**src/rtl/imem_program_loader.sv**
```systemverilog
`timescale 1ns/1ps
// Streams a counted, checksummed byte image into the split low/high instruction-memory files,
// holding the CPU for the duration of the load.
module imem_program_loader #(
  parameter int unsigned MAX_WORDS = 32
) (
  input  logic                          CLOCK,
  input  logic                          RESET_N,
  input  logic                          LOAD_START,
  input  logic [7:0]                    BYTE_IN,
  input  logic                          BYTE_VALID,
  output logic                          BYTE_READY,
  output logic [15:0]                   IMEM_DATA,
  output logic [$clog2(MAX_WORDS)-2:0]  WRITE_SELECT,
  output logic                          WRITE_ENABLE_LOW,
  output logic                          WRITE_ENABLE_HIGH,
  output logic                          CPU_HOLD,
  output logic                          LOAD_DONE,
  output logic                          LOAD_ERROR,
  output logic [$clog2(MAX_WORDS):0]    WORDS_WRITTEN
);

  localparam int unsigned AW = $clog2(MAX_WORDS);
  localparam int unsigned CW = AW + 1;
  localparam logic [7:0] MaxCount = 8'(MAX_WORDS);

  typedef enum logic [2:0] {
    StIdle, StCount, StHi, StLo, StWrite, StChk, StDone, StErr
  } state_e;

  state_e        state_q;
  logic [CW-1:0] addr_q;
  logic [CW-1:0] num_words_q;
  logic [7:0]    sum_q;
  logic [7:0]    data_hi_q;
  logic          xfer;
  logic [CW-1:0] addr_inc;

  assign xfer     = BYTE_VALID && BYTE_READY;
  assign addr_inc = addr_q + CW'(1);

  always_ff @(posedge CLOCK or negedge RESET_N) begin
    if (!RESET_N) begin
      state_q           <= StIdle;
      addr_q            <= '0;
      num_words_q       <= '0;
      sum_q             <= '0;
      data_hi_q         <= '0;
      BYTE_READY        <= 1'b0;
      IMEM_DATA         <= '0;
      WRITE_SELECT      <= '0;
      WRITE_ENABLE_LOW  <= 1'b0;
      WRITE_ENABLE_HIGH <= 1'b0;
      CPU_HOLD          <= 1'b0;
      LOAD_DONE         <= 1'b0;
      LOAD_ERROR        <= 1'b0;
      WORDS_WRITTEN     <= '0;
    end else begin
      unique case (state_q)
        StIdle: begin
          if (LOAD_START) begin
            LOAD_DONE     <= 1'b0;
            LOAD_ERROR    <= 1'b0;
            WORDS_WRITTEN <= '0;
            addr_q        <= '0;
            sum_q         <= '0;
            CPU_HOLD      <= 1'b1;
            BYTE_READY    <= 1'b1;
            state_q       <= StCount;
          end
        end
        StCount: begin
          if (xfer) begin
            if (BYTE_IN > MaxCount) begin
              BYTE_READY <= 1'b0;
              state_q    <= StErr;
            end else begin
              // A zero count byte stands for a full image.
              num_words_q <= (BYTE_IN == 8'd0) ? CW'(MAX_WORDS) : CW'(BYTE_IN);
              sum_q       <= BYTE_IN;
              state_q     <= StHi;
            end
          end
        end
        StHi: begin
          if (xfer) begin
            data_hi_q <= BYTE_IN;
            sum_q     <= sum_q + BYTE_IN;
            state_q   <= StLo;
          end
        end
        StLo: begin
          if (xfer) begin
            IMEM_DATA         <= {data_hi_q, BYTE_IN};
            WRITE_SELECT      <= addr_q[AW-2:0];
            WRITE_ENABLE_LOW  <= ~addr_q[AW-1];
            WRITE_ENABLE_HIGH <= addr_q[AW-1];
            sum_q             <= sum_q + BYTE_IN;
            BYTE_READY        <= 1'b0;
            state_q           <= StWrite;
          end
        end
        StWrite: begin
          WRITE_ENABLE_LOW  <= 1'b0;
          WRITE_ENABLE_HIGH <= 1'b0;
          addr_q            <= addr_inc;
          WORDS_WRITTEN     <= WORDS_WRITTEN + CW'(1);
          BYTE_READY        <= 1'b1;
          state_q           <= (addr_inc == num_words_q) ? StChk : StHi;
        end
        StChk: begin
          if (xfer) begin
            BYTE_READY <= 1'b0;
            state_q    <= (BYTE_IN == sum_q) ? StDone : StErr;
          end
        end
        StDone: begin
          LOAD_DONE <= 1'b1;
          CPU_HOLD  <= 1'b0;
          state_q   <= StIdle;
        end
        StErr: begin
          LOAD_ERROR <= 1'b1;
          CPU_HOLD   <= 1'b0;
          state_q    <= StIdle;
        end
        default: state_q <= StIdle;
      endcase
    end
  end

endmodule
```
**config.mk**
```make
export PLATFORM = sky130hd
export DESIGN_NAME = imem_program_loader
export DESIGN_NICKNAME = d
export VERILOG_FILES = /design/src/rtl/imem_program_loader.sv
export SDC_FILE = /design/constraint.sdc
export NUM_CORES = 1
export LEC_CHECK = 0
export CORE_MARGIN = 2
export CORE_UTILIZATION = 55
export CTS_CLUSTER_SIZE = 20
export DETAILED_ROUTE_END_ITERATION = 7
export GPL_TIMING_DRIVEN = 1
export PLACE_DENSITY = 0.92
export SYNTH_ARGS = -nofsm -noshare
export SYNTH_HDL_FRONTEND = slang
export SYNTH_SLANG_ARGS = --single-unit
```
**constraint.sdc**
```tcl
create_clock -name CLOCK -period 2.7 [get_ports CLOCK]
set_input_delay 0.54 -clock CLOCK [delete_from_list [all_inputs] [get_ports CLOCK]]
set_output_delay 0.54 -clock CLOCK [all_outputs]
set_load 0.02 [all_outputs]
```
# ---- Word level (Yosys, flattened, before mapping)
# Cells that the tools add are included.
dict set report word_totals {
  in_bits 12
  latchBits 0
  mem_count 0
  reg_bits 63
  ram_bits 0
  mem_bits_ro 0
}
dict set report classes {
  n_shift 0
  mul 0
  order_cmp 1
  eq_ne 18
  reduce_logical 24
  bitwise 2
  div_mod_pow 0
  add_sub_neg 3
  n_mux 31
}
# op count
set ops {}
lappend ops {{8-bit 2-to-1 mux} 4}
lappend ops {{6-bit case mux with 2 select lines} 2}
lappend ops {{8-bit case mux with 3 select lines} 1}
lappend ops {{3-bit 2-to-1 mux} 7}
lappend ops {{3-bit case mux with 7 select lines} 1}
lappend ops {{5-bit AND reduction} 3}
lappend ops {{2-bit inequality test (second input constant)} 7}
lappend ops {{2-bit AND reduction} 7}
lappend ops {{6-bit by 1-bit adder with 6-bit output (second input constant)} 2}
lappend ops {{3-bit equality test (second input constant)} 4}
lappend ops {{6-bit 2-to-1 mux} 2}
lappend ops {{1-bit case mux with 2 select lines} 5}
lappend ops {{2-bit nonzero test} 5}
lappend ops {{8-bit adder} 1}
lappend ops {{8-bit equality test} 1}
lappend ops {{8-bit by 6-bit greater-than comparator with 1-bit output (second input constant)} 1}
lappend ops {{8-bit zero test} 1}
lappend ops {{1-bit 2-to-1 mux} 8}
lappend ops {{3-bit by 2-bit equality test with 1-bit output (second input constant)} 2}
lappend ops {{6-bit equality test} 1}
lappend ops {{2-bit OR reduction} 3}
lappend ops {{2-bit by 1-bit inequality test with 1-bit output (second input constant)} 2}
lappend ops {{1-bit case mux with 4 select lines} 1}
lappend ops {{4-bit nonzero test} 1}
lappend ops {{other kinds (6)} 7}

# ---- Depth between registers and ports, before layout
# Gate-level depths: netlist of the first run.
dict set report logic_depth {
  ltp_word 4
  depth_mapped 8
}

# ---- Worst setup path before layout of the first run
# OpenSTA, ideal clock, no wires.
dict set report synth_timing {
  kind {in2reg}
  startpoint {input BYTE_IN[3]}
  endpoint {register sum_q[7]}
  arrival_ns 1.961
  path_stages 6
  path_buffers 0
  slack_ns 0.636
  t_required_ns 2.596
  cell_sequence {ha_1 > a21o_1 > a21oi_1 > a21oi_1 > or4b_1 > o311ai_1}
}
dict set report synth_via {
  elab_chain_len 3
}
# element line
set synth_rtl {}
lappend synth_rtl {{start: declaration} 10} ;# input logic [7:0] BYTE_IN,
lappend synth_rtl {{8-bit adder or 8-bit by 6-bit greater-than comparator with 1-bit output (tied branches)} {88, 98, 74}}
lappend synth_rtl {{8-bit 2-to-1 mux or 2-bit inequality test (tied branches)} -}
lappend synth_rtl {{8-bit case mux with 3 select lines or 5-bit AND reduction (tied branches)} -}
lappend synth_rtl {{end signal: assignment} 88} ;# sum_q <= sum_q + BYTE_IN;
lappend synth_rtl {{end signal: assignment} 98} ;# sum_q <= sum_q + BYTE_IN;
lappend synth_rtl {{end: declaration} 34} ;# logic [7:0] sum_q;
# Several ways; a longest one is shown, not always the timed one. The select of a mux whose other input is x is not followed.
# A chain may end at the register's enable or synchronous reset.

# ---- Final worst setup path of the first run
dict set report layout_timing {
  startpoint {input BYTE_IN[1]}
  endpoint {register sum_q[6]}
}
# Same word-level chain as after synthesis.

==> results of run 1 <==
[metal layers]
metal / vias up / global-route usage (%) / routed length [um]
met4: 0 / 9.66 / 155
met2: 84 / 41.9 / 3660
li1: 1232 / - / -
met5: - / 0 / 0
met3: 18 / 7.56 / 389
met1: 1259 / 30.7 / 3130
[layout make-up]
cell class	instances	area, sq um	share of cell area, %
clock inverter	6	45.0	1.12
clock buffer	10	138	3.41
tap	75	93.8	2.32
inverter	9	33.8	0.837
timing repair buffer	61	573	14.2
sequential	63	1580	39.1
multi-input combinational	219	1580	39.1
[final timing paths]
check / slack (ns) / end / cells past startpoint
setup / recovery: 0.33 / sum_q[6] / 8
hold / removal: 0.23 / IMEM_DATA[14] / 1
setup reg to reg: 0.68 / sum_q[6] / 8
hold reg to reg: 0.49 / CPU_HOLD / 1
max in group asynchronous: 1.84 / LOAD_ERROR / 2
min in group CLOCK: 0.49 / CPU_HOLD / 1
[flip-flops by register name, indices dropped and copies added (netlist names), 3 cells and up]
signal / count
num_words_q: 6
IMEM_DATA: 16
data_hi_q: 8
WRITE_SELECT: 4
addr_q: 6
state_q: 3
sum_q: 8
WORDS_WRITTEN: 6
[power groups by stage]
| stage | combinational (mW) | sequential (mW) | clock [mW] |
|---|---|---|---|
| after floorplan | 1.07 | 1.73 | 0 |
| after global placement | 1.78 | 1.64 | 0 |
| after detailed placement | 1.85 | 1.67 | 0 |
| after CTS | 1.87 | 1.66 | 0.757 |
| after global routing | 2.05 | 1.71 | 0.804 |
| final | 1.87 | 1.66 | 0.740 |
[cell families (layout without fill, tap and decap cells)]
group	count (synthesis)	after routing	share of synthesized area (%)
xor+xnor	11	11	2.96
fa+ha+maj	10	10	4.08
buf+inv	24	86	3.11
flops	63	63	48.4
mux	31	31	11.1
compound gates	77	77	15.6
simple gates	90	90	14.7
[through the flow]
| step | util [%] | worst slack (ns) | power (mW) | instances |
|---|---|---|---|---|
| global placement | 66.3 | 0.0847 | 3.42 | 427 |
| finish | 69.4 | 0.331 | 4.27 | 443 |
| detailed placement | 66.3 | -0.00358 | 3.52 | 427 |
| floorplan | - | 0.636 | 2.80 | 306 |
| global route | 69.4 | 0.211 | 4.56 | 443 |
| CTS | 69.4 | 0.362 | 4.29 | 443 |
[cell usage after synthesis, drive strengths merged, types with 3 or more instances]
| cell | count |
|---|---|
| dfrtp | 63 |
| nand2b | 5 |
| nor2b | 5 |
| nand2 | 29 |
| a21o | 4 |
| mux2 | 30 |
| nand4 | 7 |
| nand3 | 10 |
| buf | 7 |
| nor2 | 18 |
| inv | 9 |
| xor2 | 3 |
| o311ai | 3 |
| a21oi | 17 |
| nor3b | 3 |
| ha | 9 |
| xnor2 | 8 |
| o21ai | 29 |
| clkbuf | 8 |
==> run metrics, run 1 <==
power per cell area 1060 nW/um^2; synthesized instance count between 300 and 400; clock group share of total power 17.3%; final design instance area without fill 4040 sq um; root buffer cell clkbuf_8; Final Critical Period 2.37 ns; final net count 385; Post-Synthesis Mean Instance Area 10.6 sq um; pin count of the biggest net entering global routing 33; Max Freq about 420 MHz; top-area cell type share of the netlist area 48.4%; worst slack on hold paths 0.234 ns; peak per-stage delay on the critical path 0.56 ns; effective utilization at floorplan 56.0%; part of the power in registers roughly two fifths; kind of critical path in -> reg; commonest non-fill, non-tap cells in the layout dfrtp_1, clkdlybuf4s50_1, nand2_1; most common cell after layout, fill and taps aside dfrtp_1; postcts setup bufs 0; total global-route track usage between 20% and 30%; Warnings, synthesis 0; placed wire-length estimate after detailed placement 5.14 mm; detail-routed net length per standard cell approximately 17 um; switching component of the power 1.68 mW; leakage component of the power 1.82 nW; # port buffers 43; cell taking the most area after synthesis dfrtp_1; Finish-stage setup viols 0; Vias per Instance around 6; number of core rows 28; top-level port count 44; kind of cell adding the most delay to the critical path simple AND/OR/NAND/NOR gates; Syn-to-layout area delta 24.0%; async set-reset flop share out of synthesis 100%; total count of hold-check failures in the final report 0; Hold WC Path Type in -> async; initial drt markers about 200; Clock Skews 0.00879 ns; worst path cell trace clkdlybuf4s50_1 > inv_1 > fa_1 > nor2b_1 > o21a_1 > o21ai_0 > or4b_1 > nand4_1; endpoint type of the worst setup path flop; largest vdd supply drop 0.673 mV; Final ANT Viol Nets 0; post-synthesis cell type count 56; CP Max Fanout 4; worst reg2reg path startpoint sum_q[0]; Internal Pwr Total 2.59 mW; number of iterations in the first detailed-routing pass 4; total CTS buffers 9; chip width slightly above 80 um; Die Span Y 80.9 um; final wirelength about 7.3 mm; clock transition at the register clock pins on the worst setup and hold paths after CTS roughly 0.07 ns; max_slew headroom 53.5%; Netlist Area Pre-Place roughly 3300 sq um; number of remaining DRC errors 0; number of buffers added to fix hold violations after cts 0; result of the run complete, no violations; combinational power share between 40% and 50%; vias after detailed routing around 2600; number of enable-type register cells in the synthesized netlist 0; # H-tree levels 3; CTS tree done; Slew Limit Fails 0; Seq cells post-synth 63; Post-Syn Nets 328; layout cells sized above 1 20.4%; setup repair after global routing missed its margin no; cell types occupying the most area after synthesis dfrtp_1, mux2_2, o21ai_0, ha_1, nand2_1; Placeable Area slightly below 6000 sq um; transition time of the tightest slew-check pin ~0.7 ns; cell with the largest stage delay on the worst path clkdlybuf4s50_1; number of fill cells approximately 420; Data arrival, critical path 2.66 ns; routability-driven placement congestion ratio 0.898; TritonCTS Sinks 63; most used flip-flop cell after synthesis dfrtp_1; fraction of the yosys area taken by sequential cells 48.4%; number of cells upsized or downsized after cts 0; share of total power consumed by net switching 39.3%; first-pass GRT wire length 12.4 mm; total congestion overflow after global routing 0; Area after DPL roughly 3900 sq um; vias in the first global route ~2700; antenna violations before repair 0; setup TNS 0 ns; number of max-capacitance violations reported 0; share of the clock period used by the worst path after layout 87.7%; antenna cells 0; required time at the worst-slack endpoint 2.99 ns; buffers and inverters on the worst path 2; clock latency on the worst-skew pair 0.35 ns; CTS max path bufs 2; startpoint types input pin; die area 6550 sq um; first element of the critical path BYTE_IN[1]
Power figures use the tool's default switching activity.
==> run 2, diff against run 1 <==
- CORE_UTILIZATION: 55 -> 57
- CTS_BUF_LIST: not set -> sky130_fd_sc_hd__clkbuf_2
- PLACE_DENSITY: 0.92 -> 0.94
==> run metrics, run 2 (same netlist as run 1, synthesis figures left out) <==
result of the run complete, no violations; CTS tree done; most common cell after layout, fill and taps aside dfrtp_1; transition time of the tightest slew-check pin 0.688 ns; total global-route track usage 27.4%; number of cell instances on the worst register-to-register path 8; number of max-capacitance violations reported 0; cell with the largest stage delay on the worst path clkdlybuf4s50_1; max_slew headroom between 50% and 60%; initial drt markers 286; endpoint type of the worst setup path flop; kind of critical path in -> reg; largest vdd supply drop 0.671 mV; effective utilization at floorplan 59.1%; Clock Skews 0.0261 ns; number of remaining DRC errors 0; worst reg2reg path startpoint sum_q[0]; Internal Pwr Total 2.54 mW; total CTS buffers 9; clock transition at the register clock pins on the worst setup and hold paths after CTS ~0.20 ns; vias in the first global route 2785; Top Usage Layer GRT met2; registers with the most flip-flops IMEM_DATA (16), data_hi_q (8), sum_q (8); reg-to-reg critical path endpoint sum_q[6]; Die Span Y 79.6 um; Slew Limit Fails 0; Hold WC Path Type in -> async; routability-driven placement congestion ratio 0.883; root buffer cell clkbuf_2; # port buffers 43; setup repair after global routing missed its margin no; number of core rows 27; startpoint types input pin; antenna violations before repair 0; commonest non-fill, non-tap cells in the layout dfrtp_1, clkdlybuf4s50_1, nand2_1; kind of cell adding the most delay to the critical path simple AND/OR/NAND/NOR gates; required time at the worst-slack endpoint 3.18 ns; number of iterations in the first detailed-routing pass 6; Placeable Area 5510 sq um; TritonCTS Sinks 63; first-pass GRT wire length about 13 mm; Global Route met2 Usage 46.1%; final net count 389; worst path cell trace clkdlybuf4s50_1 > ha_1 > inv_1 > fa_1 > nor2b_1 > o21a_1 > o21ai_0 > or4b_1 > nand4_1; chip width 79.6 um; total congestion overflow after global routing 0; pin count of the biggest net entering global routing 37; layout cells sized above 1 21.0%; met3 GRT Util between 7 and 8%; final wirelength 7.89 mm; Power Total 4.23 mW; die area 6330 sq um; Data arrival, critical path 2.65 ns; peak per-stage delay on the critical path around 0.49 ns; Vias per Instance approximately 6.1; number of cells upsized or downsized after cts 0; part of the power in registers 38.5%; setup TNS 0 ns; GRT met1 Usage 31.9%; share of total power consumed by net switching between 30% and 40%; power per cell area roughly 1100 nW/um^2; clock group share of total power 15.8%; number of flip-flops in the largest register 16; register-to-register setup slack 0.64 ns; clock latency on the worst-skew pair about 0.52 ns; total count of hold-check failures in the final report 0; first element of the critical path BYTE_IN[0]; Finish-stage setup viols 0; combinational power share 45.8%; CP Max Fanout 2; buffers and inverters on the worst path 2; top-level port count between 40 and 50; vias after detailed routing between 2000 and 3000; Syn-to-layout area delta 23.4%; Final Critical Period 2.17 ns; largest register by flop count IMEM_DATA; number of buffers added to fix hold violations after cts 0; # H-tree levels 3; placed wire-length estimate after detailed placement 5.50 mm; leakage component of the power 1.84 nW; switching component of the power roughly 1.7 mW; Max Freq around 460 MHz; antenna cells 0; detail-routed net length per standard cell approximately 18 um; share of the clock period used by the worst path after layout 80.4%; CTS max path bufs 2; postcts setup bufs 0; Final ANT Viol Nets 0
-- run 2: changes by cell type in the layout (fill, tap and decap cells not counted), sizes merged --
cell      previous run  this run
buf                 19        23
bufinv               0         2
clkinvlp             3         1
clkinv               2         3
inv                 10         9
-- run 2: worst max path at each step --
stage          cells after the start  slack (ns)                to
2_1_floorplan                      6        0.64          sum_q[7]
3_3_place_gp                       7        0.08          sum_q[7]
3_5_place_dp                       9       0.007          sum_q[6]
4_1_cts                            1        0.50  WORDS_WRITTEN[0]
5_1_grt                            7        0.42          sum_q[7]
6_report                           9        0.53          sum_q[6]
-- run 2: metrics by stage --
step                      std cells  hold WS, ns  area (sq um)  util [%]  setup WS (ns)
after floorplan                 306        0.244          3250         -          0.636
after global placement          428        0.467          3880      70.5         0.0808
after detailed placement        428        0.482          3880      70.5        0.00687
after CTS                       444       0.0252          4020      72.9          0.496
after global routing            444       0.0337          4020      72.9          0.422
final                           444       0.0278          4020      72.9          0.530
-- run 2: cell type report --
class | count | area (sq um)
fillers | 379 | 1490
multi-input cells | 219 | 1580
inverters | 9 | 33.8
clock buffers | 10 | 50.0
well taps | 72 | 90.1
flip-flops and latches | 63 | 1580
clock inverters | 6 | 85.1
repair buffers | 65 | 603
-- run 2: layer usage --
| layer | vias up | part of all wire, % |
|---|---|---|
| met2 | 139 | 49 |
| met1 | 1279 | 38 |
| met4 | 0 | 4.7 |
| met5 | - | 0 |
| met3 | 46 | 7.7 |
| li1 | 1234 | - |
-- run 2: power by group through the flow --
| stage | Sequential, mW | Clock, mW | Combinational, mW |
|---|---|---|---|
| floorplan | 1.73 | 0 | 1.07 |
| global placement | 1.61 | 0 | 1.81 |
| detailed placement | 1.64 | 0 | 1.91 |
| CTS | 1.62 | 0.678 | 1.93 |
| global route | 1.68 | 0.716 | 2.11 |
| finish | 1.63 | 0.668 | 1.94 |
-- run 2: worst reg2reg max path: cells and delay by family (launching register included) --
family                     cells  cell delay [ns]
adders and majority gates      2             0.57
AOI/OAI and AO/OA              2             0.27
DFF                            1             0.41
and+or+nand+nor                3             0.71
buffers and inverters          1             0.06
